===== src/rtl/plic_lite_pkg.sv =====
// plic_lite_pkg: shared definitions for the plic_lite interrupt aggregator.
//   - Word addresses of the MMIO register file.
//   - Encodings of the eip hand-off state machine.
//   - prio_addr(): word address of the priority register for a source index.
package plic_lite_pkg;

  localparam logic [3:0] ADDR_PEND      = 4'h0;
  localparam logic [3:0] ADDR_EN        = 4'h1;
  localparam logic [3:0] ADDR_THR       = 4'h2;
  localparam logic [3:0] ADDR_CLAIM     = 4'h3;
  localparam logic [3:0] ADDR_PRIO_BASE = 4'h4;

  typedef enum logic [1:0] {
    ST_IDLE    = 2'd0,
    ST_ASSERT  = 2'd1,
    ST_SERVICE = 2'd2,
    ST_DRAIN   = 2'd3
  } state_e;

  function automatic logic [3:0] prio_addr(input int unsigned idx);
    return ADDR_PRIO_BASE + 4'(idx);
  endfunction

endpackage


===== src/rtl/plic_arbiter.sv =====
// plic_arbiter: combinational search for the best eligible interrupt source.
//   pending, enable : per-source state, bit i is source ID i+1
//   threshold       : a source must have priority strictly above this
//   prio            : per-source priority
//   id              : winning source ID (highest priority, lowest index on
//                     ties), 0 when nothing is eligible
module plic_arbiter
  import plic_lite_pkg::*;
#(
  parameter int NSRC = 4,
  parameter int PRIW = 3,
  parameter int IDW  = $clog2(NSRC + 1)
) (
  input  logic [NSRC-1:0]           pending,
  input  logic [NSRC-1:0]           enable,
  input  logic [PRIW-1:0]           threshold,
  input  logic [NSRC-1:0][PRIW-1:0] prio,
  output logic [IDW-1:0]            id
);

  logic [PRIW-1:0] best_prio;

  // NOTE: every variable written here gets a default before the loop, so no
  // path leaves it unassigned and no latch is inferred; blocking '=' is right
  // in combinational logic because later iterations must see earlier updates.
  always_comb begin
    best_prio = '0;
    id        = '0;
    // Strict '>' keeps the first (lowest-index) source on equal priority.
    // Priority 0 can never beat threshold >= 0, so it never interrupts.
    for (int i = 0; i < NSRC; i++) begin
      if (pending[i] && enable[i] && (prio[i] > threshold) &&
          (prio[i] > best_prio)) begin
        best_prio = prio[i];
        id        = IDW'(i + 1);
      end
    end
  end

endmodule


===== src/rtl/plic_lite.sv =====
// plic_lite: external-interrupt aggregator feeding the privilege unit.
//   clk, rst   : clock, synchronous active-high reset
//   a, d       : word address and write data of the MMIO register file
//   we, re     : write strobe, read strobe (re qualifies the claim)
//   spo        : combinational read data for address a
//   irq        : device interrupt pulses, bit i is source ID i+1
//   eip        : external interrupt pending, held until eip_reply
//   eip_reply  : one-cycle acknowledge from the privilege unit
module plic_lite
  import plic_lite_pkg::*;
#(
  parameter int NSRC = 4,
  parameter int PRIW = 3
) (
  input  logic            clk,
  input  logic            rst,
  input  logic [3:0]      a,
  input  logic [31:0]     d,
  input  logic            we,
  input  logic            re,
  output logic [31:0]     spo,
  input  logic [NSRC-1:0] irq,
  output logic            eip,
  input  logic            eip_reply
);

  localparam int IDW = $clog2(NSRC + 1);

  logic [NSRC-1:0]           irq_prev;
  logic [NSRC-1:0]           pending;
  logic [NSRC-1:0]           enable;
  logic [PRIW-1:0]           threshold;
  logic [NSRC-1:0][PRIW-1:0] prio;
  logic [IDW-1:0]            best_id;
  logic [IDW-1:0]            claimed_id;
  logic [IDW-1:0]            arb_id;
  state_e                    state, state_next;

  logic [NSRC-1:0] rise;
  logic [NSRC-1:0] claim_mask;
  logic            claim_hit;
  logic            complete_hit;
  logic            unused_bits;

  assign unused_bits = ^d[31:8];

  plic_arbiter #(.NSRC(NSRC), .PRIW(PRIW), .IDW(IDW)) u_arbiter (
    .pending   (pending),
    .enable    (enable),
    .threshold (threshold),
    .prio      (prio),
    .id        (arb_id)
  );

  assign rise         = irq & ~irq_prev;
  assign claim_hit    = re && (a == ADDR_CLAIM) && (best_id != '0);
  assign complete_hit = we && (a == ADDR_CLAIM) && (claimed_id != '0) &&
                        (d[7:0] == 8'(claimed_id));

  always_comb begin
    claim_mask = '0;
    for (int i = 0; i < NSRC; i++) begin
      claim_mask[i] = claim_hit && (best_id == IDW'(i + 1));
    end
  end

  // NOTE: sequential state uses non-blocking '<=' so every flop samples the
  // pre-edge value of the others. The priority table is a handful of control
  // flops rather than a RAM, so it is reset along with everything else.
  always_ff @(posedge clk) begin
    if (rst) begin
      irq_prev   <= '0;
      pending    <= '0;
      enable     <= '0;
      threshold  <= '0;
      prio       <= '0;
      best_id    <= '0;
      claimed_id <= '0;
      state      <= ST_IDLE;
    end else begin
      irq_prev <= irq;
      // A new edge is OR-ed in after the claim clear, so set wins a collision.
      pending  <= (pending & ~claim_mask) | rise;
      // Arbitration result is one cycle behind the register state it reads.
      best_id  <= arb_id;
      state    <= state_next;

      if (claim_hit)         claimed_id <= best_id;
      else if (complete_hit) claimed_id <= '0;

      if (we && (a == ADDR_EN))  enable    <= d[NSRC-1:0];
      if (we && (a == ADDR_THR)) threshold <= d[PRIW-1:0];
      for (int i = 0; i < NSRC; i++) begin
        if (we && (a == prio_addr(i))) prio[i] <= d[PRIW-1:0];
      end
    end
  end

  // eip hand-off: once raised, eip is a level held until the privilege unit
  // replies, regardless of later changes in eligibility.
  always_comb begin
    state_next = state;
    unique case (state)
      ST_IDLE:    if (best_id != '0) state_next = ST_ASSERT;
      ST_ASSERT:  if (eip_reply)     state_next = ST_SERVICE;
      ST_SERVICE: if (complete_hit)  state_next = ST_DRAIN;
      // One settling cycle so a just-completed source is not re-signalled
      // from a stale best_id.
      ST_DRAIN:                      state_next = ST_IDLE;
      default:                       state_next = ST_IDLE;
    endcase
  end

  assign eip = (state == ST_ASSERT);

  always_comb begin
    spo = '0;
    case (a)
      ADDR_PEND:  spo[NSRC-1:0] = pending;
      ADDR_EN:    spo[NSRC-1:0] = enable;
      ADDR_THR:   spo[PRIW-1:0] = threshold;
      ADDR_CLAIM: spo[IDW-1:0]  = best_id;
      default: begin
        for (int i = 0; i < NSRC; i++) begin
          if (a == prio_addr(i)) spo[PRIW-1:0] = prio[i];
        end
      end
    endcase
  end

endmodule


===== config.mk =====
export PLATFORM = sky130hd
export DESIGN_NAME = plic_lite
export DESIGN_NICKNAME = d
export VERILOG_FILES = /design/src/rtl/plic_lite_pkg.sv /design/src/rtl/plic_arbiter.sv /design/src/rtl/plic_lite.sv
export SDC_FILE = /design/constraint.sdc
export NUM_CORES = 1
export LEC_CHECK = 0
export BUFFER_PORTS_ARGS = -buffer_cell sky130_fd_sc_hd__clkbuf_2
export CAP_MARGIN = 30
export CORE_MARGIN = 3
export CORE_UTILIZATION = 50
export DETAILED_ROUTE_END_ITERATION = 8
export GPL_TIMING_DRIVEN = 0
export HOLD_SLACK_MARGIN = 0.03
export PLACE_DENSITY = 0.78
export SYNTH_ARGS = -nofsm -noshare
export SYNTH_HDL_FRONTEND = slang
export SYNTH_SLANG_ARGS = --single-unit
export TNS_END_PERCENT = 30

===== constraint.sdc =====
create_clock -name clk -period 6 [get_ports clk]
set_input_delay 1.2 -clock clk [delete_from_list [all_inputs] [get_ports clk]]
set_output_delay 1.2 -clock clk [all_outputs]
set_load 0.02 [all_outputs]

### Word-level counts from Yosys, hierarchy flattened

Index checks and enable logic that the tools add are counted.

| operators by class | value |
|---|---|
| $lt $le $gt $ge | 8 |
| eq/ne operators | 18 |
| multiplexer cells | 19 |
| bitwise logic cells | 5 |
| reductions and logical operators | 34 |

Operator list:

| operator | number |
|---|---|
| 2-to-1 mux 3 bit | 10 |
| logical AND 1 bit | 27 |
| greater-than comparator 3 bit | 7 |
| equality test 4 x 3 -> 1 bit (second input constant) | 4 |
| one-hot mux 3 bit (4 select lines) | 1 |
| 2-to-1 mux 2 bit | 5 |
| bitwise AND 4 bit | 2 |
| equality test 4 x 2 -> 1 bit (second input constant) | 2 |
| equality test 8 x 3 -> 1 bit | 1 |
| NOT 4 bit | 2 |
| one-hot mux 2 bit (4 select lines) | 1 |
| equality test 3 x 2 -> 1 bit (second input constant) | 2 |
| nonzero test 3 bit | 2 |
| equality test 2 bit (second input constant) | 2 |
| equality test 4 x 1 -> 1 bit (second input constant) | 1 |
| zero test 4 bit | 1 |
| inequality test 2 bit (second input constant) | 2 |
| OR 4 bit | 1 |
| equality test 3 x 1 -> 1 bit (second input constant) | 1 |
| equality test 3 bit (second input constant) | 1 |
| greater-than comparator 3 x 1 -> 1 bit (second input constant) | 1 |
| AND reduction 3 bit | 1 |
| equality test 2 x 1 -> 1 bit (second input constant) | 1 |
| zero test 2 bit | 1 |
| 5 further kinds | 5 |

| storage, ports and cells | value |
|---|---|
| bits in registers | 35 |
| bits of input ports | 45 |
| output and inout bits | 33 |
| word-level logic and storage cells | 96 |

### Logic depth before layout (Yosys ltp)

| logic depth | value |
|---|---|
| word-level depth | 13 |
| gate-level depth with buffers | 22 |
| depth with buffers taken out | 22 |

### Cells and area by module

From an unflattened synthesis, not the netlist that was laid out.

| second synthesis, totals | value |
|---|---|
| cells, all modules | 287 |
| area, all modules | 2517.4 sq um |

By module, submodules not included:

| module | times used | cells each | area each (sq um) | seq. area each (sq um) |
|---|---|---|---|---|
| plic_lite | 1 | 208 | 1871.8 | 700.7 |
| plic_arbiter | 1 | 79 | 645.6 | 0.0 |

### Least setup slack after synthesis

Ideal clock, no wire load.

| timing path | value |
|---|---|
| kind | register -> register |
| start | register threshold[1] |
| end | register best_id[1] |
| library setup time | 0.076 ns |
| data arrival time | 4.109 ns |
| required time | 5.924 ns |
| slack | 1.815 ns |
| stages on the path, launching flop included | 23 |
| buffers on the path | 0 |
| clock period less this slack | 4.185 ns |
| path through | dfxtp_1 > inv_1 > ha_1 > inv_1 > o21ai_0 > nand3_1 > ha_1 > a21oi_1 > a22oi_1 > nand3_1 > mux2_2 > ha_1 > nand3_1 > nand3_1 > a31oi_1 > nand3_1 > mux2_2 > ha_1 > nor2b_1 > o21ai_0 > nand2b_1 > a31oi_1 > a21boi_0 |

| on the way | value |
|---|---|
| cells in the longest elaborated chain, start to end | 13 |
| elaborated cells between the ends (all ways) | 21 |
| classes of those cells | 7 x order compare; 5 x mux; 9 x reduce/logical |

Ends and longest elaborated chain:

| item | RTL line | RTL |
|---|---|---|
| start: declaration | plic_lite.sv:32 | `logic [PRIW-1:0] threshold;` |
| start signal: assignment | plic_lite.sv:92 | `if (we && (a == ADDR_THR)) threshold <= d[PRIW-1:0];` |
| greater-than comparator 3 bit | plic_arbiter.sv:32 | `if (pending[i] && enable[i] && (prio[i] > threshold) &&` |
| logical AND 1 bit (2 in series) | plic_arbiter.sv:32 |  |
| 2-to-1 mux 3 bit | plic_arbiter.sv:32 |  |
| greater-than comparator 3 bit | plic_arbiter.sv:33 | `(prio[i] > best_prio)) begin` |
| logical AND 1 bit | plic_arbiter.sv:32 |  |
| 2-to-1 mux 3 bit | plic_arbiter.sv:32 |  |
| greater-than comparator 3 bit | plic_arbiter.sv:33 |  |
| logical AND 1 bit | plic_arbiter.sv:32 |  |
| 2-to-1 mux 3 bit | plic_arbiter.sv:32 |  |
| greater-than comparator 3 bit | plic_arbiter.sv:33 |  |
| logical AND 1 bit | plic_arbiter.sv:32 |  |
| OR reduction 2 bit (no source line) | -- |  |
| end signal: assignment | plic_lite.sv:85 | `best_id <= arb_id;` |
| end: declaration | plic_lite.sv:34 | `logic [IDW-1:0] best_id;` |

Several ways; a longest one is shown, not always the timed one.
A chain may end at the register's enable or synchronous reset.

### Worst setup path in the final report

Same ends and word-level chain as after synthesis.

==> flow_metrics.env <==
export IMPL_end_kind="register"
export IMPL_synth_most_common_cell="dfxtp_1"
export IMPL_yosys_top_cells_count="dfxtp_1, buf_4, nor2_1"
export IMPL_synth_top_family_by_area="simple AND/OR/NAND/NOR gates"
export IMPL_dieArea_um2=5860
export IMPL_dr_pass1_iters=4
export IMPL_syn_avg_cell_area_um2=9.05
export IMPL_max_stage_delay_ns=0.38
export IMPL_worstHoldPathType="reg -> reg"
export IMPL_synth_xor_area_frac=0.00704
export IMPL_post_drt_wl_per_cell_um=13.7
export IMPL_tightest_slew_ns=0.737
export IMPL_grt_pass1_wl_mm=9.11
export IMPL_crit_required_ns=6.21
export IMPL_grt_pass1_vias=1886
export IMPL_fin_nets=400
export IMPL_synth_simple_gate_area_frac=0.188
export IMPL_gr_usage_all_layers=0.194
export IMPL_drc=0
export IMPL_grt_max_degree=12
export IMPL_min_delay_path_depth=2
export IMPL_timing_rr_start="threshold[1]"
export IMPL_whs_ns=0.492
export IMPL_core_area_um2=4750
export IMPL_overflow=0
export IMPL_netlist_area_um2=2490
export IMPL_synth_edf_count=0
export IMPL_power_density_nw_per_um2=201
export IMPL_clock_sinks=35
export IMPL_critical_path_arrival_ns=5.09
export IMPL_num_rows=25
export IMPL_grt_antenna_before_repair=0
export IMPL_yosysTopAreaCell="dfxtp_1"
export IMPL_root_buffer="clkbuf_8"
export IMPL_vdd_drop_max_mv=0.129
export IMPL_critPathMaxFanout=5
export IMPL_path_class="reg -> reg"
export IMPL_drt_initial_drc_count=163
export IMPL_clk_path_buf_depth=2
export IMPL_cts_hold_buf=0
export IMPL_cts_tree="yes"
export IMPL_rsz0062_at_grt="false"
export IMPL_drt_vias_per_instance=5.11
export IMPL_p_leak_nw=1.29
export IMPL_vias=2033
export IMPL_postCtsResizedCells=0
export IMPL_yosysUniqueCellTypes=45
export IMPL_hpwl_mm=4.31
export IMPL_status="finished, final reports clean"
export IMPL_ys_seq_area_frac=0.282
export IMPL_yosys_mux_area_fraction=0.174
export IMPL_synth_ff_type="dfxtp_1"
export IMPL_cts_setup_buffers=0
export IMPL_hold_violations=0
export IMPL_yosys_register_bits=35
export IMPL_cts_clk_slew_worst_paths_ns=0.07
export IMPL_yosys_top_cells_area="dfxtp_1, ha_1, mux2i_1, buf_4, mux4_2"
export IMPL_final_layout_size_suffix_gt1_frac=0.233
export IMPL_htree_levels=2
export IMPL_crit_top_cell="nand3_1"
export IMPL_cts_buffers_inserted=5
export IMPL_synth_compound_area_frac=0.0910
export IMPL_syn_inst=275
export IMPL_slew_headroom=0.505
export IMPL_ios=78
export IMPL_r2r_cells=22
export IMPL_slowest_stage="mux2_2"
export IMPL_async_flop_share=0
export IMPL_finalWeightedCongestion=0.850
export IMPL_area_growth_pct=16.4
export IMPL_portBuffers=21
export IMPL_setup_viol=0
export IMPL_initial_core_util=0.523
export IMPL_drv_slew=0
export IMPL_fin_skew_ns=0.00730
export IMPL_yosys_warnings=0
export IMPL_yosysTopAreaCellShare=0.282
export IMPL_startpoint="threshold[1]"
export IMPL_ant_nets=0
export IMPL_startpoint_type="register"
export IMPL_synthAdderAreaFrac=0.126
export IMPL_worstPathCellList="inv_1 > ha_1 > inv_1 > o21ai_0 > nand3_1 > ha_1 > a21oi_1 > a22oi_1 > nand3_1 > mux2_2 > ha_1 > nand3_1 > nand3_1 > a31oi_1 > nand3_1 > mux2_2 > ha_1 > nor2b_1 > o21ai_0 > nand2b_1 > a31oi_1 > a21boi_0"
export IMPL_max_cap_violations=0
export IMPL_n_antenna_cell=0
export IMPL_min_period_over_period=0.812
export IMPL_wl_mm=5.44
export IMPL_fin_crit_ns=4.87
export IMPL_clock_latency_ns=0.29
export IMPL_setup_tns_ns=0
export IMPL_fp_dieW_um=76.5
export IMPL_min_from="irq_prev[3]"
export IMPL_die_height_um=76.5
export IMPL_max_clock_freq_ghz=0.205
path summary, 6_finish.rpt:
path	slack [ns]	end
max	1.13	best_id[1]
min	0.49	pending[3]
max reg2reg	1.13	best_id[1]
min reg2reg	0.49	pending[3]
logic make-up (layout without fill, tap and decap cells):
group | after synthesis | in the layout
other | 1 | 28
adder cells (fa/ha/maj) | 25 | 25
AO/OA/AOI/OAI | 36 | 36
flip-flops | 35 | 35
multiplexers | 35 | 35
AND/OR/NAND/NOR | 88 | 88
buffers and inverters | 53 | 82
XOR/XNOR | 2 | 2
placed cells by master (no fill, tap or decap), drive strengths merged, types with 2 or more instances in the layout:
cell	Yosys	routed
dfxtp	35	35
clkbuf	7	34
buf	32	32
nor2	30	30
conb	1	28
ha	25	25
mux2i	23	23
inv	13	13
nand3	13	13
a21oi	13	13
nand2	10	10
nor2b	9	9
o21ai	6	6
mux2	6	6
mux4	6	6
nand2b	6	6
a31oi	5	5
nand3b	5	5
nor3	3	3
nor4	2	2
or3	2	2
a21boi	2	2
o31ai	2	2
or4	2	2
worst max-delay path, delay by kind of cell (launching register included):
family          cells  cell delay (ns)
mux                 2             0.72
compound gates      7             1.27
flops               1             0.35
buf+inv             2             0.16
fa+ha+maj           4             1.25
simple gates        7             1.01
final cells by class:
class	instances	area, µm²
fill	435	1860
sequential	35	701
clock inverter	2	35.0
tap	67	83.8
inverter	13	48.8
clock buffer	6	82.6
multi-input combinational	214	1560
buffer	40	277
timing repair buffer	21	105
power by group:
group	switching, mW	internal [mW]	leakage [nW]
combinational	0.0647	0.0479	0.948
clock	0.0868	0.134	0.0612
sequential	0.00787	0.241	0.285
routing by layer:
metal | GRT usage | wire (µm) | share of wire
met5 | 0 | 0 | 0
met4 | 0.0652 | 130 | 0.024
met3 | 0.0449 | 373 | 0.069
met2 | 0.309 | 2450 | 0.45
met1 | 0.258 | 2480 | 0.46
metrics by stage:
step / cell area [µm²] / setup slack [ns] / power [mW] / utilization / cells
after floorplan: 2590 / 1.82 / 0.341 / - / 302
after global placement: 2780 / 1.30 / 0.362 / 0.584 / 390
after detailed placement: 2780 / 1.19 / 0.366 / 0.584 / 390
after CTS: 2900 / 1.16 / 0.586 / 0.609 / 398
after global routing: 2900 / 0.698 / 0.612 / 0.609 / 398
final: 2900 / 1.13 / 0.583 / 0.609 / 398
state kept, by name (all words and copies together) (netlist names):
signal      flops
claimed_id      3
threshold       3
irq_prev        4
best_id         3
pending         4
prio           12
state           2
enable          4
Power figures use the tool's default switching activity.
